===== config.mk =====
export PLATFORM = sky130hd
export DESIGN_NAME = vga_timing_controller
export DESIGN_NICKNAME = d
export VERILOG_FILES = /design/src/rtl/vga_pkg.sv /design/src/rtl/vga_counter.sv /design/src/rtl/vga_timing_controller.sv
export SDC_FILE = /design/constraint.sdc
export NUM_CORES = 1
export LEC_CHECK = 0
export ABC_CLOCK_PERIOD_IN_PS = 4300
export BUFFER_PORTS_ARGS = -buffer_cell sky130_fd_sc_hd__buf_2
export CAP_MARGIN = 20
export CELL_PAD_IN_SITES_DETAIL_PLACEMENT = 0
export CELL_PAD_IN_SITES_GLOBAL_PLACEMENT = 1
export CORE_ASPECT_RATIO = 0.6
export CORE_MARGIN = 1.5
export CORE_UTILIZATION = 49
export CTS_CLUSTER_SIZE = 8
export DETAILED_ROUTE_END_ITERATION = 6
export PLACE_DENSITY = 0.86
export SETUP_SLACK_MARGIN = 0.02
export SLEW_MARGIN = 20
export SYNTH_ARGS = -nofsm -noshare
export SYNTH_HDL_FRONTEND = slang
export SYNTH_SLANG_ARGS = --single-unit

===== constraint.sdc =====
create_clock -name clk -period 4.3 [get_ports clk]
set_input_delay 0.645 -clock clk [delete_from_list [all_inputs] [get_ports clk]]
set_output_delay 0.645 -clock clk [all_outputs]
set_load 0.02 [all_outputs]

===== src/rtl/vga_pkg.sv =====
// Shared constants for the VGA timing block: default 640x480@60 timing,
// register offsets, CTRL bit positions and the colour-bar lookup.
package vga_pkg;
  localparam int H_VIS_DEF  = 640;
  localparam int H_FP_DEF   = 16;
  localparam int H_SYNC_DEF = 96;
  localparam int H_BP_DEF   = 48;
  localparam int V_VIS_DEF  = 480;
  localparam int V_FP_DEF   = 10;
  localparam int V_SYNC_DEF = 2;
  localparam int V_BP_DEF   = 33;

  localparam logic [1:0] REG_CTRL = 2'd0;
  localparam logic [1:0] REG_RED  = 2'd1;
  localparam logic [1:0] REG_GRN  = 2'd2;
  localparam logic [1:0] REG_BLU  = 2'd3;

  localparam int CTRL_EN  = 0;
  localparam int CTRL_PAT = 1;

  // Bars run black, blue, green, cyan, red, magenta, yellow, white.
  function automatic logic [11:0] bar_rgb(input logic [2:0] bar);
    return {{4{bar[2]}}, {4{bar[1]}}, {4{bar[0]}}};
  endfunction
endpackage


===== src/rtl/vga_counter.sv =====
// Pixel-clock divider plus horizontal/vertical raster counters.
// Everything holds at zero while disabled.
module vga_counter #(
  parameter int PIX_DIV = 4,
  parameter int H_TOTAL = 800,
  parameter int V_TOTAL = 525
) (
  input  logic       clk,
  input  logic       rst,
  input  logic       en_i,
  output logic [9:0] h_o,
  output logic [9:0] v_o,
  output logic       pix_tick_o,
  output logic       frame_start_o
);
  localparam int DW = (PIX_DIV > 1) ? $clog2(PIX_DIV) : 1;
  localparam logic [DW-1:0] DIV_LAST = DW'(PIX_DIV - 1);
  localparam logic [9:0]    H_LAST   = 10'(H_TOTAL - 1);
  localparam logic [9:0]    V_LAST   = 10'(V_TOTAL - 1);

  logic [DW-1:0] div_q, div_d;
  logic [9:0]    h_q, h_d, v_q, v_d;

  assign pix_tick_o    = en_i && (div_q == DIV_LAST);
  assign frame_start_o = pix_tick_o && (h_q == '0) && (v_q == '0);
  assign h_o           = h_q;
  assign v_o           = v_q;

  always_comb begin
    div_d = div_q + DW'(1);
    h_d   = h_q;
    v_d   = v_q;
    if (!en_i) begin
      div_d = '0;
      h_d   = '0;
      v_d   = '0;
    end else if (pix_tick_o) begin
      div_d = '0;
      if (h_q == H_LAST) begin
        h_d = '0;
        v_d = (v_q == V_LAST) ? '0 : v_q + 10'd1;
      end else begin
        h_d = h_q + 10'd1;
      end
    end
  end

  always_ff @(posedge clk or posedge rst) begin
    if (rst) begin
      div_q <= '0;
      h_q   <= '0;
      v_q   <= '0;
    end else begin
      div_q <= div_d;
      h_q   <= h_d;
      v_q   <= v_d;
    end
  end
endmodule


===== src/rtl/vga_timing_controller.sv =====
// Register-mapped VGA timing generator: bus slave for CTRL/RED/GRN/BLU,
// frame-synchronous colour shadowing and registered sync/pixel outputs.
module vga_timing_controller
  import vga_pkg::*;
#(
  parameter logic [3:0] BASE_ADDR = 4'h8,
  parameter int PIX_DIV = 4,
  parameter int H_VIS   = H_VIS_DEF,
  parameter int H_FP    = H_FP_DEF,
  parameter int H_SYNC  = H_SYNC_DEF,
  parameter int H_BP    = H_BP_DEF,
  parameter int V_VIS   = V_VIS_DEF,
  parameter int V_FP    = V_FP_DEF,
  parameter int V_SYNC  = V_SYNC_DEF,
  parameter int V_BP    = V_BP_DEF
) (
  input  logic        clk,
  input  logic        rst,
  input  logic [3:0]  address,
  input  logic [3:0]  data,
  input  logic        valid,
  output logic        ack,
  output logic [3:0]  data_out,
  output logic        data_out_valid,
  output logic        hsync,
  output logic        vsync,
  output logic        video_on,
  output logic [9:0]  x,
  output logic [9:0]  y,
  output logic [11:0] rgb
);
  localparam logic [9:0] H_VIS_C  = 10'(H_VIS);
  localparam logic [9:0] V_VIS_C  = 10'(V_VIS);
  localparam logic [9:0] HS_START = 10'(H_VIS + H_FP);
  localparam logic [9:0] HS_STOP  = 10'(H_VIS + H_FP + H_SYNC);
  localparam logic [9:0] VS_START = 10'(V_VIS + V_FP);
  localparam logic [9:0] VS_STOP  = 10'(V_VIS + V_FP + V_SYNC);
  localparam logic [9:0] BAR_W    = 10'(H_VIS / 8);

  logic [9:0] h, v;
  logic       pix_tick, frame_start;
  logic       en, pat, req, shadow_ld;
  logic       valid_q;
  // Upper CTRL bits have no function and no readback path, so only EN/PAT are kept.
  logic [1:0] ctrl_q;
  logic [2:0][3:0] stage_q, shadow_q;
  logic       ack_q, hsync_q, vsync_q, video_on_q;
  logic       hsync_d, vsync_d, video_on_d;
  logic [3:0] dout_q, dout_d;
  logic [9:0] x_q, y_q;
  logic [11:0] rgb_q, rgb_d;

  vga_counter #(
    .PIX_DIV (PIX_DIV),
    .H_TOTAL (H_VIS + H_FP + H_SYNC + H_BP),
    .V_TOTAL (V_VIS + V_FP + V_SYNC + V_BP)
  ) u_cnt (
    .clk           (clk),
    .rst           (rst),
    .en_i          (en),
    .h_o           (h),
    .v_o           (v),
    .pix_tick_o    (pix_tick),
    .frame_start_o (frame_start)
  );

  assign en  = ctrl_q[CTRL_EN];
  assign pat = ctrl_q[CTRL_PAT];

  always_comb begin
    req        = valid && !valid_q && (address[3:2] == BASE_ADDR[3:2]);
    dout_d     = req ? data : 4'h0;
    shadow_ld  = !en || (pix_tick && frame_start);
    hsync_d    = !(en && (h >= HS_START) && (h < HS_STOP));
    vsync_d    = !(en && (v >= VS_START) && (v < VS_STOP));
    video_on_d = en && (h < H_VIS_C) && (v < V_VIS_C);
    rgb_d      = 12'h000;
    if (video_on_d)
      rgb_d = pat ? bar_rgb(3'(h / BAR_W)) : {shadow_q[0], shadow_q[1], shadow_q[2]};
  end

  always_ff @(posedge clk or posedge rst) begin
    if (rst) begin
      valid_q    <= 1'b0;
      ctrl_q     <= '0;
      stage_q    <= '0;
      shadow_q   <= '0;
      ack_q      <= 1'b0;
      dout_q     <= '0;
      hsync_q    <= 1'b1;
      vsync_q    <= 1'b1;
      video_on_q <= 1'b0;
      x_q        <= '0;
      y_q        <= '0;
      rgb_q      <= '0;
    end else begin
      valid_q <= valid;
      ack_q   <= req;
      dout_q  <= dout_d;
      if (req && (address[1:0] == REG_CTRL))
        ctrl_q <= data[1:0];
      if (req && (address[1:0] != REG_CTRL))
        stage_q[address[1:0] - REG_RED] <= data;
      // Shadow load uses the pre-write staging value when both coincide.
      if (shadow_ld)
        shadow_q <= stage_q;
      hsync_q    <= hsync_d;
      vsync_q    <= vsync_d;
      video_on_q <= video_on_d;
      x_q        <= h;
      y_q        <= v;
      rgb_q      <= rgb_d;
    end
  end

  assign ack            = ack_q;
  assign data_out_valid = ack_q;
  assign data_out       = dout_q;
  assign hsync          = hsync_q;
  assign vsync          = vsync_q;
  assign video_on       = video_on_q;
  assign x              = x_q;
  assign y              = y_q;
  assign rgb            = rgb_q;
endmodule

**Word-level counts from Yosys, hierarchy flattened**

Index checks and enable logic that the tools add are counted.

- Bits in registers: 89
- Input bits: 11
- Output and inout bits: 41

- Add/sub/neg operators: 4
- Divide/modulo/power cells: 1
- Magnitude comparators: 8
- Equal/unequal tests: 6
- Multiplexer cells: 15
- Reduce and logical (&&, ||, !) cells: 25

Operator list:

| cell | count |
|---|---|
| 10-bit two-way mux | 7 |
| 12-bit two-way mux | 2 |
| 10-bit by 1-bit adder with 10-bit output, second input constant | 2 |
| 10-bit equality test, second input constant | 2 |
| 10-bit zero test | 2 |
| 10-bit less-than comparator, second input constant | 2 |
| 10-bit by 9-bit less-than comparator with 1-bit output, second input constant | 2 |
| 1-bit logical AND | 15 |
| 12-bit bitwise mux | 1 |
| 10-bit by 7-bit divider with 10-bit output, second input constant | 1 |
| 10-bit greater-or-equal comparator, second input constant | 1 |
| 10-bit by 9-bit greater-or-equal comparator with 1-bit output, second input constant | 1 |
| 4-bit demux with 2-bit select | 1 |
| 4-bit two-way mux | 2 |
| 2-bit equality test, second input constant | 2 |
| 1-bit zero test | 4 |
| 2-bit two-way mux | 2 |
| 2-bit by 3-bit less-than comparator with 1-bit output, second input constant | 1 |
| 2-bit by 1-bit adder with 2-bit output, second input constant | 1 |
| 2-bit by 1-bit greater-or-equal comparator with 1-bit output, second input constant | 1 |
| 2-bit zero test | 1 |
| 2-bit by 1-bit inequality test with 1-bit output, second input constant | 1 |
| 2-bit inequality test, second input constant | 1 |
| 2-bit AND reduction | 1 |
| 3 further kinds | 3 |

**Logic depth before layout (Yosys ltp)**

Gate-level depths: netlist of run 1.

- Depth in word-level cells: 6
- Gate-level depth with buffers: 6
- Mapped depth without buffers: 6

**Hierarchy**

From an unflattened synthesis of run 1, not the netlist that was laid out.

- Cells, all modules: 316
- Area, all modules: 3880.0 um^2

By module, submodules not included:

| module | instances | cells each | area an instance (um^2) | seq. area each (um^2) |
|---|---|---|---|---|
| vga_timing_controller | 1 | 180 | 2570.0 | 1679.1 |
| vga_counter | 1 | 136 | 1310.0 | 550.5 |

**Worst setup path after synthesis of run 1**

OpenSTA, ideal clock, no wires.

- Kind: register to register
- From: reg u_cnt.v_q[6], in the netlist u_cnt.v_o[6]
- To: reg shadow_q[0] (netlist name)
- Arrival: 1836 ps
- Data required time: 4175 ps
- Path slack: 2339 ps
- Stages on the path, launching flop included: 6
- Path buffers: 1
- Path through: dfrtp_1 nor4_4 nand3b_1 o41ai_4 buf_6 mux2_4

- Word-level cells in the longest chain between the ends: 4

Ends and longest elaborated chain:

| element | RTL line | text |
|---|---|---|
| start: declaration | vga_counter.sv:22 | `logic [9:0] h_q, h_d, v_q, v_d;` |
| start signal: assignment | vga_counter.sv:56 | `v_q <= v_d;` |
| 10-bit zero test | vga_counter.sv:25 | `assign frame_start_o = pix_tick_o && (h_q == '0) && (v_q == '0);` |
| 1-bit logical AND | vga_counter.sv:25 |  |
| 1-bit logical AND | vga_timing_controller.sv:73 | `shadow_ld = !en \|\| (pix_tick && frame_start);` |
| 1-bit logical OR | vga_timing_controller.sv:73 |  |
| end signal: assignment | vga_timing_controller.sv:106 | `shadow_q <= stage_q;` |
| end: declaration | vga_timing_controller.sv:46 | `logic [2:0][3:0] stage_q, shadow_q;` |

No other way between the ends.
A chain may end at the register's enable or synchronous reset.

**Worst setup path in the final report of run 1**

- From: reg u_cnt.h_q[9], in the netlist u_cnt.h_o[9]
- To: reg shadow_q[9] (netlist name)

- Word-level cells in the longest chain between the ends: 5

Ends and longest elaborated chain:

| element | RTL line | text |
|---|---|---|
| start: declaration | vga_counter.sv:22 |  |
| start signal: assignment | vga_counter.sv:51 | `h_q <= '0;` |
| start signal: assignment | vga_counter.sv:55 | `h_q <= h_d;` |
| 10-bit zero test | vga_counter.sv:25 |  |
| 1-bit logical AND (2 in a row) | vga_counter.sv:25 |  |
| 1-bit logical AND | vga_timing_controller.sv:73 |  |
| 1-bit logical OR | vga_timing_controller.sv:73 |  |

No other way between the ends.

==> metrics, run 1 <==
top_reg_cell synth=dfrtp_1; Post-synth EDFFs=0; asr flop ratio synth=1.00; Synth Instances=315; initial core utilization=0.513; RR Startpoint=u_cnt.h_o[9]$_DFFE_PP0P_; Syn Std Cell Area=0.00378 mm2; worst-margin pin slew=1050 ps; RSZ-0062 raised after global routing=false; CP Class=register to register; Die H=71.0 um; Slew Viols, Final=0; Hold Slack=371 ps; Max FO, Critical Path=17; largest stage delay on the critical path=920 ps; fin crit share=0.601; vias=2562; final setup vio count=0; H-tree levels=3; Worst path slowest cell=o41ai_4; max cap viols=0; CP delay by family, top=compound AO/OA/AOI/OAI gates; worst-case clock buffer depth=2; RD Place Congestion=0.808; wire length per cell=16.3 um; Worst Path Required=4520 ps; CTS tree=done; Inserted Clock Buffers=9; Layout fillers=606; vias in the first global route=2427; Hold Buf Count CTS=0; final count of hold timing violations=0; Hold WC Path Type=primary input to asynchronous set/reset pin; P_leak=0.00216 uW; clk root buf=clkbuf_16; sequential area share after synthesis=0.590; CP Launch Point=u_cnt.h_o[9]$_DFFE_PP0P_; Synth cell types=52; Final ANT Viol Nets=0; outcome=finished, final reports clean; fin worst setup slack=1720 ps; grt ovf=0; syn nets=332; I/O Buffers=51; core region area=0.00736 mm2; Crit. End Element=register; minimum clock period=2580 ps; Die Wd=116 um; DRT Pass-1 Iters=4; Clock Skews=6.57 ps; Syn-to-layout area delta=18.0%; clock latency on the worst-skew pair=340 ps; syn avg cell area=12.0 um2; maximum VDD drop=0.264 mV; ant diodes=0; CP arrival=2810 ps; Pwr Density=522 mW/mm2; GRT Overall Usage=0.208; Setup crit start kind=register; Worst-path clk slew=60 ps; pre-CTS setup slack=1750 ps; WL final=7.72 mm; Crit path buffers/inverters=0; first-pass GRT wire length=12.9 mm; vias per inst=5.41; Setup Buffers After CTS=0; Clock Sinks=89; share of layout cells above drive strength 1=0.230; DRT iter0 DRCs=170; Fin Setup TNS=0 ps; nets@finish=382; Residual DRC=0; FF+latch count, synth=89; CP cell instances=or4_4, o41ai_4, mux2_1; Rows=24; Yosys Warn Count=0; post-CTS sizing=0; DP Wirelength=5.35 mm; initial antenna violation count=0; pin count of the biggest net entering global routing=50; I/O pin total=52; Fmax=387 MHz; die area=0.00826 mm2; Rel. slew slack=0.300
-- path summary, 6_finish.rpt --
path / slack, ps / depth (start not counted) / end
worst max-delay path: 1720 / 3 / shadow_q[9]$_DFFE_PP0P_
worst max register to register: 1720 / 3 / shadow_q[9]$_DFFE_PP0P_
worst min-delay path: 370 / 2 / x[7]$_DFF_PP0_
min in group clk: 430 / 1 / valid_q$_DFF_PP0_
worst min register to register: 440 / 1 / u_cnt.div_q[0]$_DFF_PP0_
max in group asynchronous: 2870 / 3 / u_cnt.h_o[8]$_DFFE_PP0P_
-- through the flow --
stage | power [uW] | std cells | instance area (um2) | utilization
after floorplan | 1330 | 315 | 3780 | -
after global placement | 1440 | 458 | 4110 | 0.559
after detailed placement | 1460 | 458 | 4110 | 0.559
after CTS | 2350 | 474 | 4460 | 0.606
after global routing | 2440 | 474 | 4460 | 0.606
final | 2330 | 474 | 4460 | 0.606
-- power by group --
part           switching, uW  total, uW  internal, uW
sequential              93.8       1060           970
combinational            206        377           171
clock                    305        887           582
total                    605       2330          1720
-- cell usage in the layout, fill, tap and decap left out, types with 3 or more instances in the layout --
master	count
dfrtp_1	87
buf_2	51
nor2_1	22
mux2_1	14
nand2_1	14
o21ai_0	14
nand3_1	13
a21oi_1	12
mux2_4	10
and2_1	9
clkbuf_16	9
inv_1	8
o21ai_1	7
or3_1	6
nand2b_1	6
o211ai_1	6
ha_1	6
nand4_1	5
nor3_1	5
o31ai_1	5
nor3b_1	4
nand3b_1	3
nor2b_1	3
a211oi_1	3
and4b_1	3
xor2_1	3
a32oi_1	3
bufinv_16	3
-- metal layers --
| metal | vias to the layer above | wire length, um | global-route usage |
|---|---|---|---|
| met5 | - | 0 | 0 |
| met4 | 0 | 77 | 0.0583 |
| met3 | 9 | 433 | 0.0668 |
| li1 | 1224 | - | - |
| met1 | 1260 | 4170 | 0.334 |
| met2 | 69 | 3040 | 0.263 |
-- worst reg2reg max path: stages (launching register included) --
cell and delay (ps):
dfrtp_1 540, or4_4 620, o41ai_4 920, mux2_1 390
-- synth_stat cells (2+ instances only) --
library cell / n / area [um2]
a211oi_1: 3 / 22.5
a21o_1: 2 / 15.0
a21oi_1: 12 / 60.1
a31oi_1: 2 / 12.5
a32oi_1: 3 / 26.3
and2_1: 9 / 56.3
and3_1: 2 / 12.5
and3b_1: 2 / 17.5
and4b_1: 3 / 30.0
clkbuf_1: 10 / 37.5
dfrtp_1: 87 / 2180
dfstp_2: 2 / 52.6
ha_1: 6 / 75.1
inv_1: 9 / 33.8
mux2_1: 14 / 158
mux2_4: 10 / 150
nand2_1: 14 / 52.6
nand2b_1: 6 / 37.5
nand3_1: 13 / 65.1
nand3b_1: 3 / 22.5
nand4_1: 5 / 31.3
nor2_1: 22 / 82.6
nor2b_1: 3 / 18.8
nor3_1: 5 / 25.0
nor3b_1: 4 / 30.0
nor4b_1: 2 / 17.5
o211ai_1: 6 / 45.0
o21ai_0: 14 / 70.1
o21ai_1: 7 / 35.0
o31ai_1: 5 / 37.5
or3_1: 6 / 37.5
xnor2_1: 2 / 17.5
xor2_1: 3 / 26.3
-- kinds of logic after synthesis --
family	share of synthesized area
compound gates	0.105
xor+xnor	0.0116
fa+ha+maj	0.0199
buf+inv	0.0258
flops	0.590
mux	0.0841
simple gates	0.164
-- registers in the layout, indices dropped and copies added (netlist names), 2 cells and up --
name and count:
data_out 4, shadow_q 12, stage_q 12, y 10, x 10, ctrl_q 2, u_cnt.v_o 10, rgb 12
u_cnt.h_o 10, u_cnt.div_q 2
-- cell type report --
type	count	area, um2	area share
flip-flops and latches	89	2230	0.500
multi-input cells	203	1450	0.325
repair buffers	52	263	0.0590
clock buffers	11	243	0.0545
well taps	104	130	0.0292
clock inverters	5	103	0.0230
inverters	10	38.8	0.00870
Note: power is estimated with default switching activity, not from simulation.
==> inputs of run 2 (changes only) <==
--- a/config.mk
+++ b/config.mk
@@ -5,17 +5,17 @@
 export SDC_FILE = /design/constraint.sdc
 export NUM_CORES = 1
 export LEC_CHECK = 0
-export ABC_CLOCK_PERIOD_IN_PS = 4300
+export ABC_CLOCK_PERIOD_IN_PS = 2100
 export BUFFER_PORTS_ARGS = -buffer_cell sky130_fd_sc_hd__buf_2
 export CAP_MARGIN = 20
 export CELL_PAD_IN_SITES_DETAIL_PLACEMENT = 0
 export CELL_PAD_IN_SITES_GLOBAL_PLACEMENT = 1
 export CORE_ASPECT_RATIO = 0.6
 export CORE_MARGIN = 1.5
-export CORE_UTILIZATION = 49
+export CORE_UTILIZATION = 41
 export CTS_CLUSTER_SIZE = 8
 export DETAILED_ROUTE_END_ITERATION = 6
-export PLACE_DENSITY = 0.86
+export PLACE_DENSITY = 0.77
 export SETUP_SLACK_MARGIN = 0.02
 export SLEW_MARGIN = 20
 export SYNTH_ARGS = -nofsm -noshare
==> constraint.sdc (replaced) <==
create_clock -name clk -period 2.1 [get_ports clk]
set_input_delay 0.315 -clock clk [delete_from_list [all_inputs] [get_ports clk]]
set_output_delay 0.315 -clock clk [all_outputs]
set_load 0.02 [all_outputs]
==> run 2 against run 1 <==
Against the previous run:
- global-route usage decreased by 2.3 points
- clock skew grew 3.5 ps
- combinational power increased by 120%
- critical path type unchanged
- largest power group unchanged
- cell area is 2.6% higher
- die area up 19%
- clock power grew 65%
- first-iteration DRC count decreased by 1.8%
- utilization shrank 8.1 points
- sequential power rose by 100%
- highest routed layer unchanged
- via count rose by 2.8%
- worst setup slack lost 1600 ps
==> metrics, run 2 (synthesized netlist as in run 1, its figures left out) <==
Layout Cells excl Fill=502; vias=2635; Rows=26; nets@finish=402; ant diodes=0; Crit. End Element=register; CP arrival=2220 ps; Rel. slew slack=0.623; Worst Path Required=2330 ps; H-tree levels=3; vias per inst=5.25; I/O Buffers=51; Die H=77.4 um; Clock Skews=10.0 ps; Fmax=503 MHz; cell-internal power=3180 uW; Inst Count DP=486; Slew Viols, Final=0; Worst path slowest cell=o41ai_4; CTS tree=done; GRT Overall Usage=0.185; Pwr Density=975 mW/mm2; Gate power share=0.189; Inserted Clock Buffers=9; fin crit share=0.947; initial core utilization=0.433; Clock Sinks=89; core region area=0.00872 mm2; Setup crit start kind=register; max cap viols=0; part of the power in the clock network=0.327; vias in the first global route=2536; sequential power share=0.484; switching power=1280 uW; RR Startpoint=u_cnt.v_o[6]$_DFFE_PP0P_; most common cell after layout, fill and taps aside=dfrtp_1; worst-margin pin slew=564 ps; commonest cells after routing, fill and taps aside=87 x dfrtp_1, 51 x buf_2, 22 x nor2_1, 19 x buf_4; Die Wd=127 um; hold path depth=1; Fin Setup TNS=0 ps; RSZ-0062 raised after global routing=false; Hold Buf Count CTS=0; Final ANT Viol Nets=0; DRT iter0 DRCs=167; CP Class=register to register; outcome=finished, final reports clean; Residual DRC=0; minimum clock period=1990 ps; DP Wirelength=5.83 mm; I/O pin total=52; maximum VDD drop=0.501 mV; clk root buf=clkbuf_16; initial antenna violation count=0; final setup vio count=0; RD Place Congestion=0.806; R2R depth=5; Worst Hold Path EP=valid_q$_DFF_PP0_; flop2flop setup slack=110 ps; WL final=8.09 mm; hold path start=valid; first-pass GRT wire length=13.7 mm; Syn-to-layout area delta=21.0%; Setup Buffers After CTS=0; Max FO, Critical Path=12; post-CTS sizing=0; grt ovf=0; CP cell instances=nor4_4, nand3b_1, o41ai_4, buf_12, mux2_1; Crit Reg-Reg Endpoint=shadow_q[8]$_DFFE_PP0P_; worst-case clock buffer depth=2; P_leak=0.00222 uW; final count of hold timing violations=0; die area=0.00982 mm2; clock latency on the worst-skew pair=340 ps; Worst-path clk slew=70 ps; Layout fillers=784; Hold WC Path Type=primary input to register; Total Power=4460 uW; share of layout cells above drive strength 1=0.269; DRT Pass-1 Iters=4; switching share of power=0.286; pin count of the biggest net entering global routing=90; largest stage delay on the critical path=430 ps; wire length per cell=16.1 um
run 2: through the flow:
stage	utilization	cell area [um2]	worst slack [ps]	hold slack (ps)
floorplan	-	3780	139	346
global placement	0.493	4300	156	416
detailed placement	0.493	4300	117	422
CTS	0.524	4570	89.1	73.4
global route	0.524	4570	37.0	74.8
finish	0.524	4570	111	86.6
run 2: final cells by class:
class,count,area [um2],share of cell area
sequential,89,2230,0.488
multi-input combinational,203,1450,0.317
timing repair buffer,72,438,0.0958
clock buffer,10,229,0.0501
tap,112,140,0.0307
clock inverter,6,43.8,0.00958
inverter,10,41.3,0.00903
run 2: how the worst max path moves through the flow:
stage                                  start                       to  slack, ps  cells past startpoint
floorplan           u_cnt.v_o[6]$_DFFE_PP0P_  shadow_q[0]$_DFFE_PP0P_        140                      5
global placement    u_cnt.v_o[6]$_DFFE_PP0P_  shadow_q[9]$_DFFE_PP0P_        160                      5
detailed placement  u_cnt.v_o[6]$_DFFE_PP0P_  shadow_q[8]$_DFFE_PP0P_        120                      5
CTS                 u_cnt.v_o[6]$_DFFE_PP0P_  shadow_q[8]$_DFFE_PP0P_         90                      5
global route        u_cnt.v_o[0]$_DFFE_PP0P_  shadow_q[8]$_DFFE_PP0P_         40                      6
finish              u_cnt.v_o[6]$_DFFE_PP0P_  shadow_q[8]$_DFFE_PP0P_        110                      5
run 2: routing by layer:
layer / part of all wire / track usage / wire length [um] / up-vias
met5: 0 / 0 / 0 / -
met4: 0.018 / 0.0716 / 142 / 0
met3: 0.073 / 0.0600 / 593 / 14
met2: 0.36 / 0.224 / 2950 / 79
met1: 0.55 / 0.295 / 4410 / 1275
li1: - / - / - / 1267
run 2: worst max-delay path: cells and delay by family, from the launching register on:
kind	cells	cell delay, ps
compound gates	1	430
simple gates	2	500
mux	1	340
flops	1	400
buf+inv	1	200
run 2: power by group through the flow:
stage                     Sequential (uW)  Clock [uW]  Combinational, uW
after floorplan                      2210           0                519
after global placement               2180           0                825
after detailed placement             2190           0                849
after CTS                            2160        1490                852
after global routing                 2190        1580                929
final                                2160        1460                842
==> inputs of run 3 (changes only) <==
--- a/config.mk
+++ b/config.mk
@@ -15,7 +15,8 @@
 export CORE_UTILIZATION = 41
 export CTS_CLUSTER_SIZE = 8
 export DETAILED_ROUTE_END_ITERATION = 6
-export PLACE_DENSITY = 0.77
+export HOLD_SLACK_MARGIN = 0.02
+export PLACE_DENSITY = 0.76
 export SETUP_SLACK_MARGIN = 0.02
 export SLEW_MARGIN = 20
 export SYNTH_ARGS = -nofsm -noshare
==> run 3 against run 2 <==
Against the previous run:
- sequential share of layout area down 0.84 points
- cell area up 1.8%
- final cell count up 0.60%
- largest power group unchanged
- maximum frequency up 1.2%
- critical path type unchanged
- clock power up 20%
==> metrics, run 3 (synthesized netlist as in run 1, its figures left out) <==
outcome=finished, final reports clean; Rows=26; Slew Viols, Final=0; pin count of the biggest net entering global routing=90; core region area=0.00872 mm2; worst-case clock buffer depth=2; Inst Count DP=489; Worst-path clk slew=60 ps; Residual DRC=0; Hold Buf Count CTS=0; Inserted Clock Buffers=9; most common cell after layout, fill and taps aside=dfrtp_1; Fmax=509 MHz; share of layout cells above drive strength 1=0.277; die area=0.00982 mm2; first-pass GRT wire length=13.9 mm; grt ovf=0; Layout Cells excl Fill=505; Worst Path Required=2330 ps; I/O pin total=52; Setup crit start kind=register; Crit path buffers/inverters=1; Final ANT Viol Nets=0; maximum VDD drop=0.446 mV; CP delay by family, top=simple AND/OR/NAND/NOR gates; initial antenna violation count=0; final setup vio count=0; final count of hold timing violations=0; vias in the first global route=2578; Layout fillers=774; vias per inst=5.28; minimum clock period=1970 ps; I/O Buffers=51; Syn-to-layout area delta=23.2%; CP cell instances=nor4_4, nand3b_1, o41ai_4, buf_12, mux2_1; Clock Skews=7.62 ps; CTS tree=done; Hold WC Path Type=primary input to asynchronous set/reset pin; final instance area=0.00465 mm2; H-tree levels=3; Rel. slew slack=0.650; Worst path slowest cell=o41ai_4; Pwr Density=1030 mW/mm2; vias=2668; GRT Overall Usage=0.190; clock latency on the worst-skew pair=350 ps; post-CTS sizing=0; P_leak=0.00228 uW; worst-margin pin slew=524 ps; largest stage delay on the critical path=450 ps; clk root buf=clkbuf_16; placed cell areas=0.00432 mm2; initial core utilization=0.433; WL final=8.29 mm; Fin Setup TNS=0 ps; Die H=77.4 um; nets@finish=405; DRT Pass-1 Iters=4; Setup Buffers After CTS=0; RSZ-0062 raised after global routing=false; commonest cells after routing, fill and taps aside=87 x dfrtp_1, 51 x buf_2, 22 x nor2_1, 22 x buf_4; Max FO, Critical Path=12; Die Wd=127 um; Crit. End Element=register; max cap viols=0; ant diodes=0; DP Wirelength=5.91 mm; CP Class=register to register; RD Place Congestion=0.789; Clock Sinks=89; fin crit share=0.936; DRT iter0 DRCs=223; wire length per cell=16.4 um; CP arrival=2190 ps
[run 3: cell type report]
cell class                      count  area [um2]  area share
Clock buffer                       11         253      0.0543
Clock inverter                      5        77.6      0.0167
Tap cell                          112         140      0.0301
Multi-Input combinational cell    203        1450       0.312
Inverter                           10        41.3     0.00888
Timing Repair Buffer               75         460      0.0990
Sequential cell                    89        2230       0.479
[run 3: layer usage]
layer / track usage / routed length [um]
met1: 0.309 / 4490
met2: 0.226 / 3090
met3: 0.0690 / 652
met4: 0.0580 / 63
met5: 0 / 0
[run 3: worst reg2reg max path, delay by kind of cell (launching register included)]
family / cells / cell delay [ps]
AOI/OAI and AO/OA: 1 / 450
buffers and inverters: 1 / 200
DFF: 1 / 400
muxes: 1 / 320
and+or+nand+nor: 2 / 490
[run 3: power breakdown]
group	internal (uW)	switching [uW]
registers	1990	173
logic	405	455
clock network	1100	647
[run 3: final timing paths]
| check | start | slack [ps] | cells past startpoint | end |
|---|---|---|---|---|
| max in group asynchronous | rst | 1590 | 3 | vsync$_DFF_PP1_ |
| hold reg to reg | u_cnt.div_q[0]$_DFF_PP0_ | 440 | 1 | u_cnt.div_q[0]$_DFF_PP0_ |
| setup reg to reg | u_cnt.v_o[6]$_DFFE_PP0P_ | 130 | 5 | shadow_q[9]$_DFFE_PP0P_ |
| min in group clk | valid | 80 | 1 | valid_q$_DFF_PP0_ |
| setup / recovery | u_cnt.v_o[6]$_DFFE_PP0P_ | 130 | 5 | shadow_q[9]$_DFFE_PP0P_ |
| hold / removal | rst | 70 | 3 | rgb[2]$_DFF_PP0_ |
[run 3: metrics by stage]
stage	total power [uW]	utilization	worst slack [ps]	hold slack, ps
floorplan	2730	-	139	346
global placement	3030	0.496	156	415
detailed placement	3060	0.496	141	425
CTS	4810	0.534	120	70.5
global route	5010	0.534	22.0	77.4
finish	4770	0.534	134	65.6
